==> src/rtl/smem_pkg.sv <==
// smem_pkg: shared status codes, default widths and pass-through token layout for the SMEM pipeline
package smem_pkg;
  localparam logic [5:0] BUBBLE = 6'd0;
  localparam logic [5:0] BCK_INI = 6'd1;
  localparam logic [5:0] BCK_RUN = 6'd2;
  localparam logic [5:0] BCK_END = 6'd3;
  localparam int SMEM_SA_W = 64;
  localparam int SMEM_ADDR_W = 42;
  localparam int SMEM_BUCKET_SHIFT = 7;
  localparam int SMEM_ADDR_PAD = 4;
  localparam int SMEM_POS_W = 7;
  localparam int SMEM_RN_W = 10;
  localparam int SMEM_PAYLOAD_W = 256;
  localparam int SMEM_CNT_W = 32;
  typedef struct packed {
    logic [SMEM_SA_W-1:0] x1;
    logic [63:0] info;
    logic [31:0] sizes;
    logic [SMEM_POS_W-1:0] wr_addr;
    logic [SMEM_POS_W-1:0] rd_addr;
    logic [SMEM_SA_W-1:0] min_intv;
    logic [16:0] reserved;
    logic iteration_boundary;
  } smem_payload_t;
endpackage

==> src/rtl/kl_bucket_calc.sv <==
// kl_bucket_calc: S1 k/l precompute registers and S2 sentinel-skip select with bucket addressing
module kl_bucket_calc import smem_pkg::*; #(
  parameter int SA_W = SMEM_SA_W,
  parameter int ADDR_W = SMEM_ADDR_W,
  parameter int BUCKET_SHIFT = SMEM_BUCKET_SHIFT,
  parameter int ADDR_PAD = SMEM_ADDR_PAD
) (
  input  logic              clk,
  input  logic              rst,
  input  logic              en,
  input  logic [SA_W-1:0]   x0,
  input  logic [SA_W-1:0]   x2,
  input  logic [SA_W-1:0]   primary,
  output logic [SA_W-1:0]   k,
  output logic [SA_W-1:0]   l,
  output logic [ADDR_W-1:0] addr_k,
  output logic [ADDR_W-1:0] addr_l
);
  logic [SA_W-1:0] kt_q, kt_d, lt_q, lt_d, kt1_q, kt1_d, lt1_q, lt1_d, primary_q, primary_d;
  always_comb begin
    kt_d = en ? x0 - SA_W'(1) : kt_q;
    lt_d = en ? x0 - SA_W'(1) + x2 : lt_q;
    kt1_d = en ? x0 - SA_W'(2) : kt1_q;
    lt1_d = en ? x0 - SA_W'(2) + x2 : lt1_q;
    primary_d = en ? primary : primary_q;
    k = kt_q >= primary_q ? kt1_q : kt_q;
    l = lt_q >= primary_q ? lt1_q : lt_q;
    addr_k = ADDR_W'((k >> BUCKET_SHIFT) << ADDR_PAD);
    addr_l = ADDR_W'((l >> BUCKET_SHIFT) << ADDR_PAD);
  end
  always_ff @(posedge clk)
    if (!rst) begin
      kt_q <= '0;
      lt_q <= '0;
      kt1_q <= '0;
      lt1_q <= '0;
      primary_q <= '0;
    end else begin
      kt_q <= kt_d;
      lt_q <= lt_d;
      kt1_q <= kt1_d;
      lt1_q <= lt1_d;
      primary_q <= primary_d;
    end
endmodule

==> src/rtl/bwd_kl_req_stage.sv <==
// bwd_kl_req_stage: two-stage elastic backward-extension stage emitting occurrence-bucket memory requests
module bwd_kl_req_stage import smem_pkg::*; #(
  parameter int SA_W = SMEM_SA_W,
  parameter int ADDR_W = SMEM_ADDR_W,
  parameter int BUCKET_SHIFT = SMEM_BUCKET_SHIFT,
  parameter int ADDR_PAD = SMEM_ADDR_PAD,
  parameter int POS_W = SMEM_POS_W,
  parameter int RN_W = SMEM_RN_W,
  parameter int PAYLOAD_W = SMEM_PAYLOAD_W,
  parameter int CNT_W = SMEM_CNT_W
) (
  input  logic                 clk,
  input  logic                 rst,
  input  logic                 in_valid,
  output logic                 in_ready,
  input  logic [5:0]           in_status,
  input  logic [RN_W-1:0]      in_read_num,
  input  logic [SA_W-1:0]      in_x0,
  input  logic [SA_W-1:0]      in_x2,
  input  logic [SA_W-1:0]      in_primary,
  input  logic [POS_W-1:0]     in_bwd_i,
  input  logic [POS_W-1:0]     in_mem_wr_addr,
  input  logic                 in_finish,
  input  logic [PAYLOAD_W-1:0] in_payload,
  output logic                 qry_valid,
  output logic [RN_W-1:0]      qry_read_num,
  output logic [POS_W-1:0]     qry_pos,
  output logic                 out_valid,
  input  logic                 out_ready,
  output logic [5:0]           out_status,
  output logic [RN_W-1:0]      out_read_num,
  output logic [SA_W-1:0]      out_k,
  output logic [SA_W-1:0]      out_l,
  output logic [ADDR_W-1:0]    out_addr_k,
  output logic [ADDR_W-1:0]    out_addr_l,
  output logic                 out_same_bucket,
  output logic                 out_req,
  output logic [POS_W-1:0]     out_bwd_i,
  output logic [POS_W-1:0]     out_mem_wr_addr,
  output logic [POS_W-1:0]     out_mem_size,
  output logic                 out_finish,
  output logic [PAYLOAD_W-1:0] out_payload,
  output logic [CNT_W-1:0]     req_count,
  output logic [CNT_W-1:0]     merge_count
);
  typedef struct packed {
    logic [5:0] status;
    logic [RN_W-1:0] read_num;
    logic [POS_W-1:0] bwd_i;
    logic [POS_W-1:0] mem_wr_addr;
    logic [PAYLOAD_W-1:0] payload;
  } s1_t;
  typedef struct packed {
    logic [5:0] status;
    logic [RN_W-1:0] read_num;
    logic [SA_W-1:0] k;
    logic [SA_W-1:0] l;
    logic [ADDR_W-1:0] addr_k;
    logic [ADDR_W-1:0] addr_l;
    logic same_bucket;
    logic req;
    logic [POS_W-1:0] bwd_i;
    logic [POS_W-1:0] mem_wr_addr;
    logic [POS_W-1:0] mem_size;
    logic finish;
    logic [PAYLOAD_W-1:0] payload;
  } s2_t;
  s1_t s1_q, s1_d;
  s2_t s2_q, s2_d, run_tok, end_tok;
  logic s1_valid_q, s1_valid_d, out_valid_q, out_valid_d, qry_valid_q, qry_valid_d;
  logic [RN_W-1:0] qry_read_num_q, qry_read_num_d;
  logic [POS_W-1:0] qry_pos_q, qry_pos_d;
  logic [CNT_W-1:0] req_count_q, req_count_d, merge_count_q, merge_count_d;
  logic [5:0] eff_status;
  logic s2_free, s1_move, s1_load, out_fire;
  logic [SA_W-1:0] k, l;
  logic [ADDR_W-1:0] addr_k, addr_l;
  kl_bucket_calc #(
    .SA_W(SA_W), .ADDR_W(ADDR_W), .BUCKET_SHIFT(BUCKET_SHIFT), .ADDR_PAD(ADDR_PAD)
  ) u_calc (
    .clk(clk), .rst(rst), .en(s1_load), .x0(in_x0), .x2(in_x2), .primary(in_primary),
    .k(k), .l(l), .addr_k(addr_k), .addr_l(addr_l)
  );
  always_comb begin
    eff_status = in_finish ? BCK_END : in_status;
    s2_free = !out_valid_q || out_ready;
    s1_move = s1_valid_q && s2_free;
    in_ready = !s1_valid_q || s1_move;
    s1_load = in_valid && in_ready && eff_status != BUBBLE;
    out_fire = out_valid_q && out_ready;
    s1_valid_d = s1_load || (s1_valid_q && !s1_move);
    out_valid_d = s1_move || (out_valid_q && !out_ready);
    qry_valid_d = s1_load;
    qry_read_num_d = s1_load ? in_read_num : qry_read_num_q;
    qry_pos_d = s1_load ? in_bwd_i : qry_pos_q;
    s1_d = s1_load ? s1_t'{status: eff_status, read_num: in_read_num, bwd_i: in_bwd_i,
                           mem_wr_addr: in_mem_wr_addr, payload: in_payload} : s1_q;
    run_tok = s2_t'{status: BCK_RUN, read_num: s1_q.read_num, k: k, l: l, addr_k: addr_k,
                    addr_l: addr_l, same_bucket: addr_k == addr_l, req: 1'b1, bwd_i: s1_q.bwd_i,
                    mem_wr_addr: s1_q.mem_wr_addr,
                    mem_size: s1_q.status == BCK_INI ? {POS_W{1'b0}} : s1_q.mem_wr_addr,
                    finish: 1'b0, payload: s1_q.payload};
    // a finishing token carries only its read number and final size downstream
    end_tok = s2_t'{status: BUBBLE, read_num: s1_q.read_num, mem_size: s1_q.mem_wr_addr,
                    finish: 1'b1, default: '0};
    s2_d = !s1_move ? s2_q : s1_q.status == BCK_END ? end_tok : run_tok;
    req_count_d = req_count_q + CNT_W'(out_fire && s2_q.req);
    merge_count_d = merge_count_q + CNT_W'(out_fire && s2_q.req && s2_q.same_bucket);
  end
  always_ff @(posedge clk)
    if (!rst) begin
      s1_valid_q <= 1'b0;
      out_valid_q <= 1'b0;
      qry_valid_q <= 1'b0;
      qry_read_num_q <= '0;
      qry_pos_q <= '0;
      s1_q <= '0;
      s2_q <= '0;
      req_count_q <= '0;
      merge_count_q <= '0;
    end else begin
      s1_valid_q <= s1_valid_d;
      out_valid_q <= out_valid_d;
      qry_valid_q <= qry_valid_d;
      qry_read_num_q <= qry_read_num_d;
      qry_pos_q <= qry_pos_d;
      s1_q <= s1_d;
      s2_q <= s2_d;
      req_count_q <= req_count_d;
      merge_count_q <= merge_count_d;
    end
  assign qry_valid = qry_valid_q;
  assign qry_read_num = qry_read_num_q;
  assign qry_pos = qry_pos_q;
  assign out_valid = out_valid_q;
  assign out_status = s2_q.status;
  assign out_read_num = s2_q.read_num;
  assign out_k = s2_q.k;
  assign out_l = s2_q.l;
  assign out_addr_k = s2_q.addr_k;
  assign out_addr_l = s2_q.addr_l;
  assign out_same_bucket = s2_q.same_bucket;
  assign out_req = s2_q.req;
  assign out_bwd_i = s2_q.bwd_i;
  assign out_mem_wr_addr = s2_q.mem_wr_addr;
  assign out_mem_size = s2_q.mem_size;
  assign out_finish = s2_q.finish;
  assign out_payload = s2_q.payload;
  assign req_count = req_count_q;
  assign merge_count = merge_count_q;
endmodule

==> config.mk <==
export PLATFORM = sky130hd
export DESIGN_NAME = bwd_kl_req_stage
export DESIGN_NICKNAME = d
export VERILOG_FILES = /design/src/rtl/smem_pkg.sv /design/src/rtl/kl_bucket_calc.sv /design/src/rtl/bwd_kl_req_stage.sv
export SDC_FILE = /design/constraint.sdc
export NUM_CORES = 2
export LEC_CHECK = 0
export ABC_AREA = 1
export CORE_AREA = 5 5 410 412
export CTS_BUF_LIST = sky130_fd_sc_hd__clkbuf_16
export DETAILED_ROUTE_END_ITERATION = 10
export DIE_AREA = 0 0 415 417
export GPL_TIMING_DRIVEN = 0
export PLACE_DENSITY_LB_ADDON = 0.2
export RECOVER_POWER = 50
export SLEW_MARGIN = 10
export SYNTH_ARGS = -nofsm -noshare
export SYNTH_HDL_FRONTEND = slang
export SYNTH_HIERARCHICAL = 1
export SYNTH_SLANG_ARGS = --single-unit
==> constraint.sdc <==
create_clock -name clk -period 5.4 [get_ports clk]
set_input_delay 0.81 -clock clk [delete_from_list [all_inputs] [get_ports clk]]
set_output_delay 0.81 -clock clk [all_outputs]
set_load 0.05 [all_outputs]
==> impl_results.md <==
- Final Hold Viols: 0
- Compound-Gate Fraction of Synth Area: 11.62%
- Final min period: 5.498 ns
- WHS Path Cells: 2
- Clock tree buffer depth: 3
- Port bufs: 1069
- Row cnt: 149
- Vias per std cell: 5.322
- Number of synthesized flops with an enable pin: 0
- Clock network power share: 36.1%
- Dpl hpwl: 313400 µm
- Overall routing resource usage: 40.07%
- Hold endpoint: out_payload[49]
- Yosys warns: 6
- Xor/xnor share of the synthesized area: 2.671%
- IO Pins: 1075
- Antenna violations before repair: 56
- DP Cell Count: 13030
- CTS buffer count: 134
- Post-synth cell types: 55
- Fillers: 17030
- Hold/Removal Path Class: reg2reg
- R2R Setup Slk: 0.06 ns
- Met1 Resource Use GR: 49.05%
- CP arrival: 6.13 ns
- CTS H-tree depth: 4
- DR pass1 iterations: 6
- Root Driver: clkbuf_16
- 1st-iter DRT viols: 8156
- Final non-filler cell total: 13310
- Final setup vio count: 13
- Area leader, netlist: dfxtp_1
- Post-route ant nets: 0
- Post-synth top flop: dfxtp_1
- Drc violations: 0
- Final worst slack: -0.09838 ns
- Worst reg-to-reg path cell count: 10
- Clk slew on worst S/H paths: 0.07 ns
- Synthesized flop and latch total: 1175
- Post-Syn Instances: 9762
- Synth top area share: 37.06%
- Cell Pwr Density: 308.0 nW/µm²
- RR Startpoint: out_valid
- Status: finished, violations left
- R2R Path End: u_calc/primary_q[60]
- Required time worst endpoint: 6.03 ns
- Comb pwr share: 25.5%
- Fraction of the mapped netlist area in adder cells: 5.386%
- Number of global-route vias before repair: 64770
- Die footprint: 173100 µm²
- Main combinational cell family by area after synthesis: simple AND/OR/NAND/NOR gates
- GR Util met2: 64.40%
- Final wirelength: 366600 µm
- Drt wl/cell: 27.55 µm
- CTS tree: done
- Max cap viols: 0
- Post-synthesis sequential area ratio: 37.06%
- GP Congestion: 1.048
- Via count: 70830
- Worst path slowest cell: clkbuf_1
- Clock Latency Late Sink: 0.80 ns
- Clock sinks: 1175
- Critical path's most frequent cell: clkbuf_1
- Synthesized area: 63460 µm²
- Starting Density: 38.68%
- Simple-gate share of the synthesized area: 31.98%
- First-pass GRT wire length: 493100 µm
- Fin nets: 11740
- Setup crit start kind: input pin
- Slew Viols, Final: 0
- Hold wc startpoint: run_tok[49]
- Met3 Resource Use GR: 9.252%
- Multiplexer area fraction after synthesis: 0%
- Switching power: 9006 µW
- Slew @ Worst Pin: 1.362 ns
- Busiest grt layer: met2
- Worst-path fanout max: 12
- DIE WIDTH: 415 µm
- Worst Hold Slack: 0.4215 ns
- Internal power: 16110 µW
- Ys async rst share: 0%
- Setup CP Type: in2reg
- Final period util: 101.8%
- Sw Ratio: 35.86%
- Failing checks: setup timing
- Synthesis-to-layout area growth: 28.47%
- Top cells by area, synth: dfxtp_1 (37%), nand2_1 (17%), nor2_1 (8.6%)
- Total grt overflow: 0
- Layout cells sized above 1: 5.239%
- RSZ-0062 raised after global routing: false
- Leakage power: 0.03838 µW
- Max frequency: 0.1819 GHz
- CP peak stage delay: 1.06 ns
- Element type at the critical path end: flop
- Syn avg cell area: 6.501 µm²
- Die H: 417 µm
- Worst Skew: 0.06776 ns
- Register share of total power: 38.4%
- Core box area: 164100 µm²
- Largest net degree at the start of global routing: 17
- CP Cell Sequence: clkdlybuf4s50_1 > inv_1 > nand3_1 > nand2_1 > a21oi_4 > buf_2 > buf_4 > inv_1 > clkbuf_1 > clkbuf_1 > clkbuf_1 > a21oi_1
- Rel. slew slack: 9.214%
- Peak VDD IR: 0.0003225 V
[layout by cell type, fill, tap and decap left out, types with 134 or more instances in the layout]
cell             count
nand3_1            246
dlygate4sd3_1      370
nand4_1            180
ha_1               270
xor2_1             134
o21ai_0            580
clkbuf_1           262
nor2_1            1452
dfxtp_1           1175
clkdlybuf4s50_1    699
nand2_1           2924
a21oi_1            795
inv_1             1161
clkbuf_16          134
[Yosys cell counts (4+ instances only)]
cell / instances
nand2_2: 13
buf_6: 26
inv_1: 1128
nand2_1: 2923
and3_1: 8
nor2_8: 4
nor3_2: 8
nand4_1: 180
nor2_1: 1454
nand3b_1: 9
a31oi_1: 5
or2_2: 5
buf_2: 160
xor2_1: 160
o211ai_1: 10
dfxtp_1: 1175
nand3_2: 4
nand3_1: 250
o21ai_1: 22
o21bai_1: 15
nand2_4: 6
o21a_1: 12
ha_1: 270
xnor2_1: 28
clkbuf_1: 208
a21oi_1: 794
nor3_1: 68
nor2_4: 21
nor2_2: 15
buf_1: 9
buf_4: 129
o21ai_0: 581
nor4_1: 22
inv_2: 9
nand3_4: 4
[state kept, by name, indices dropped and copies added, names as in the netlist, 6 cells and up]
signal            flops
u_calc/primary_q     64
out_k                64
out_addr_l           42
out_mem_wr_addr       7
u_calc/kt_q          64
u_calc/lt1_q         64
end_tok              17
req_count            32
out_l                64
s1_q                  6
u_calc/lt_q          64
out_payload         256
u_calc/kt1_q         64
merge_count          32
out_addr_k           42
run_tok             263
out_bwd_i             7
out_read_num         10
out_mem_size          7
[routing by layer]
metal  share of wire [%]  vias up
met5               0.018        -
met4                 7.3       10
met3                 9.2      732
met2                  45     3447
met1                  39    33680
li1                    -    32960
[power groups by stage]
| stage | clock network, µW | registers, µW | logic (µW) |
|---|---|---|---|
| after floorplan | 0 | 10200 | 3050 |
| after global placement | 0 | 9780 | 6210 |
| after detailed placement | 0 | 9790 | 6250 |
| after CTS | 9120 | 9610 | 6290 |
| after global routing | 9490 | 9660 | 6790 |
| final | 9060 | 9640 | 6420 |
[cell type report]
class                   count  area [µm²]  share of cell area, %
multi-input cells        6927       33120                  40.63
clock buffers             134        3353                  4.113
diodes                     31       77.57                0.09514
repair buffers           1074       10740                  13.17
inverters                1139        4284                  5.254
plain buffers             532        2721                  3.338
clock inverters           108       974.7                  1.195
well taps                2189        2739                  3.359
flip-flops and latches   1175       23520                  28.85
[cell families (layout without fill, tap and decap cells)]
kind of cell / after synthesis / count (layout)
compound gates: 1446 / 1446
xor+xnor: 191 / 191
fa+ha+maj: 272 / 272
buf+inv: 1671 / 2987
flops: 1175 / 1175
other cells: 2 / 44
simple gates: 5005 / 5005
[critical path: cells and delay by family]
family                 cells  cell delay (ns)
AOI/OAI and AO/OA          2             0.30
buffers and inverters      8             4.05
and+or+nand+nor            2             0.93
[what timing repair did]
item	4_1_cts	5_1_grt
pin swaps	0	2
gates resized for setup	26	34
hold buffers	0	0
buffers inserted	0	5
endpoints found under the setup margin	45	23
[per-stage QoR]
| step | worst slack [ns] | util (%) | area [µm²] | total power, µW | TNS, ns |
|---|---|---|---|---|---|
| 6_report | -0.09838 | 49.70 | 81530 | 25120 | -0.8856 |
| 3_5_place_dp | -1.694 | 46.90 | 76950 | 16040 | -112.30 |
| 5_1_grt | 0.01891 | 49.68 | 81510 | 25950 | 0 |
| 3_3_place_gp | -1.659 | 46.90 | 76950 | 15990 | -112.56 |
| 4_1_cts | 0.0007589 | 49.63 | 81420 | 25010 | 0 |
| 2_1_floorplan | 1.776 | - | 63510 | 13220 | 0 |
[how the worst max path moves through the flow]
stage          slack (ns)                   end      start  cells past startpoint
2_1_floorplan        1.78       u_calc/lt_q[52]   in_x0[1]                     21
3_3_place_gp        -1.66       u_calc/lt_q[56]   in_x0[1]                     20
3_5_place_dp        -1.69       u_calc/lt_q[56]   in_x0[1]                     20
4_1_cts            0.0008       u_calc/lt_q[36]   in_x0[1]                     20
5_1_grt              0.02       u_calc/lt_q[26]  in_x0[19]                     17
6_report             -0.1  u_calc/primary_q[60]  out_ready                     12
No activity file was read; power rests on OpenSTA's default activity.
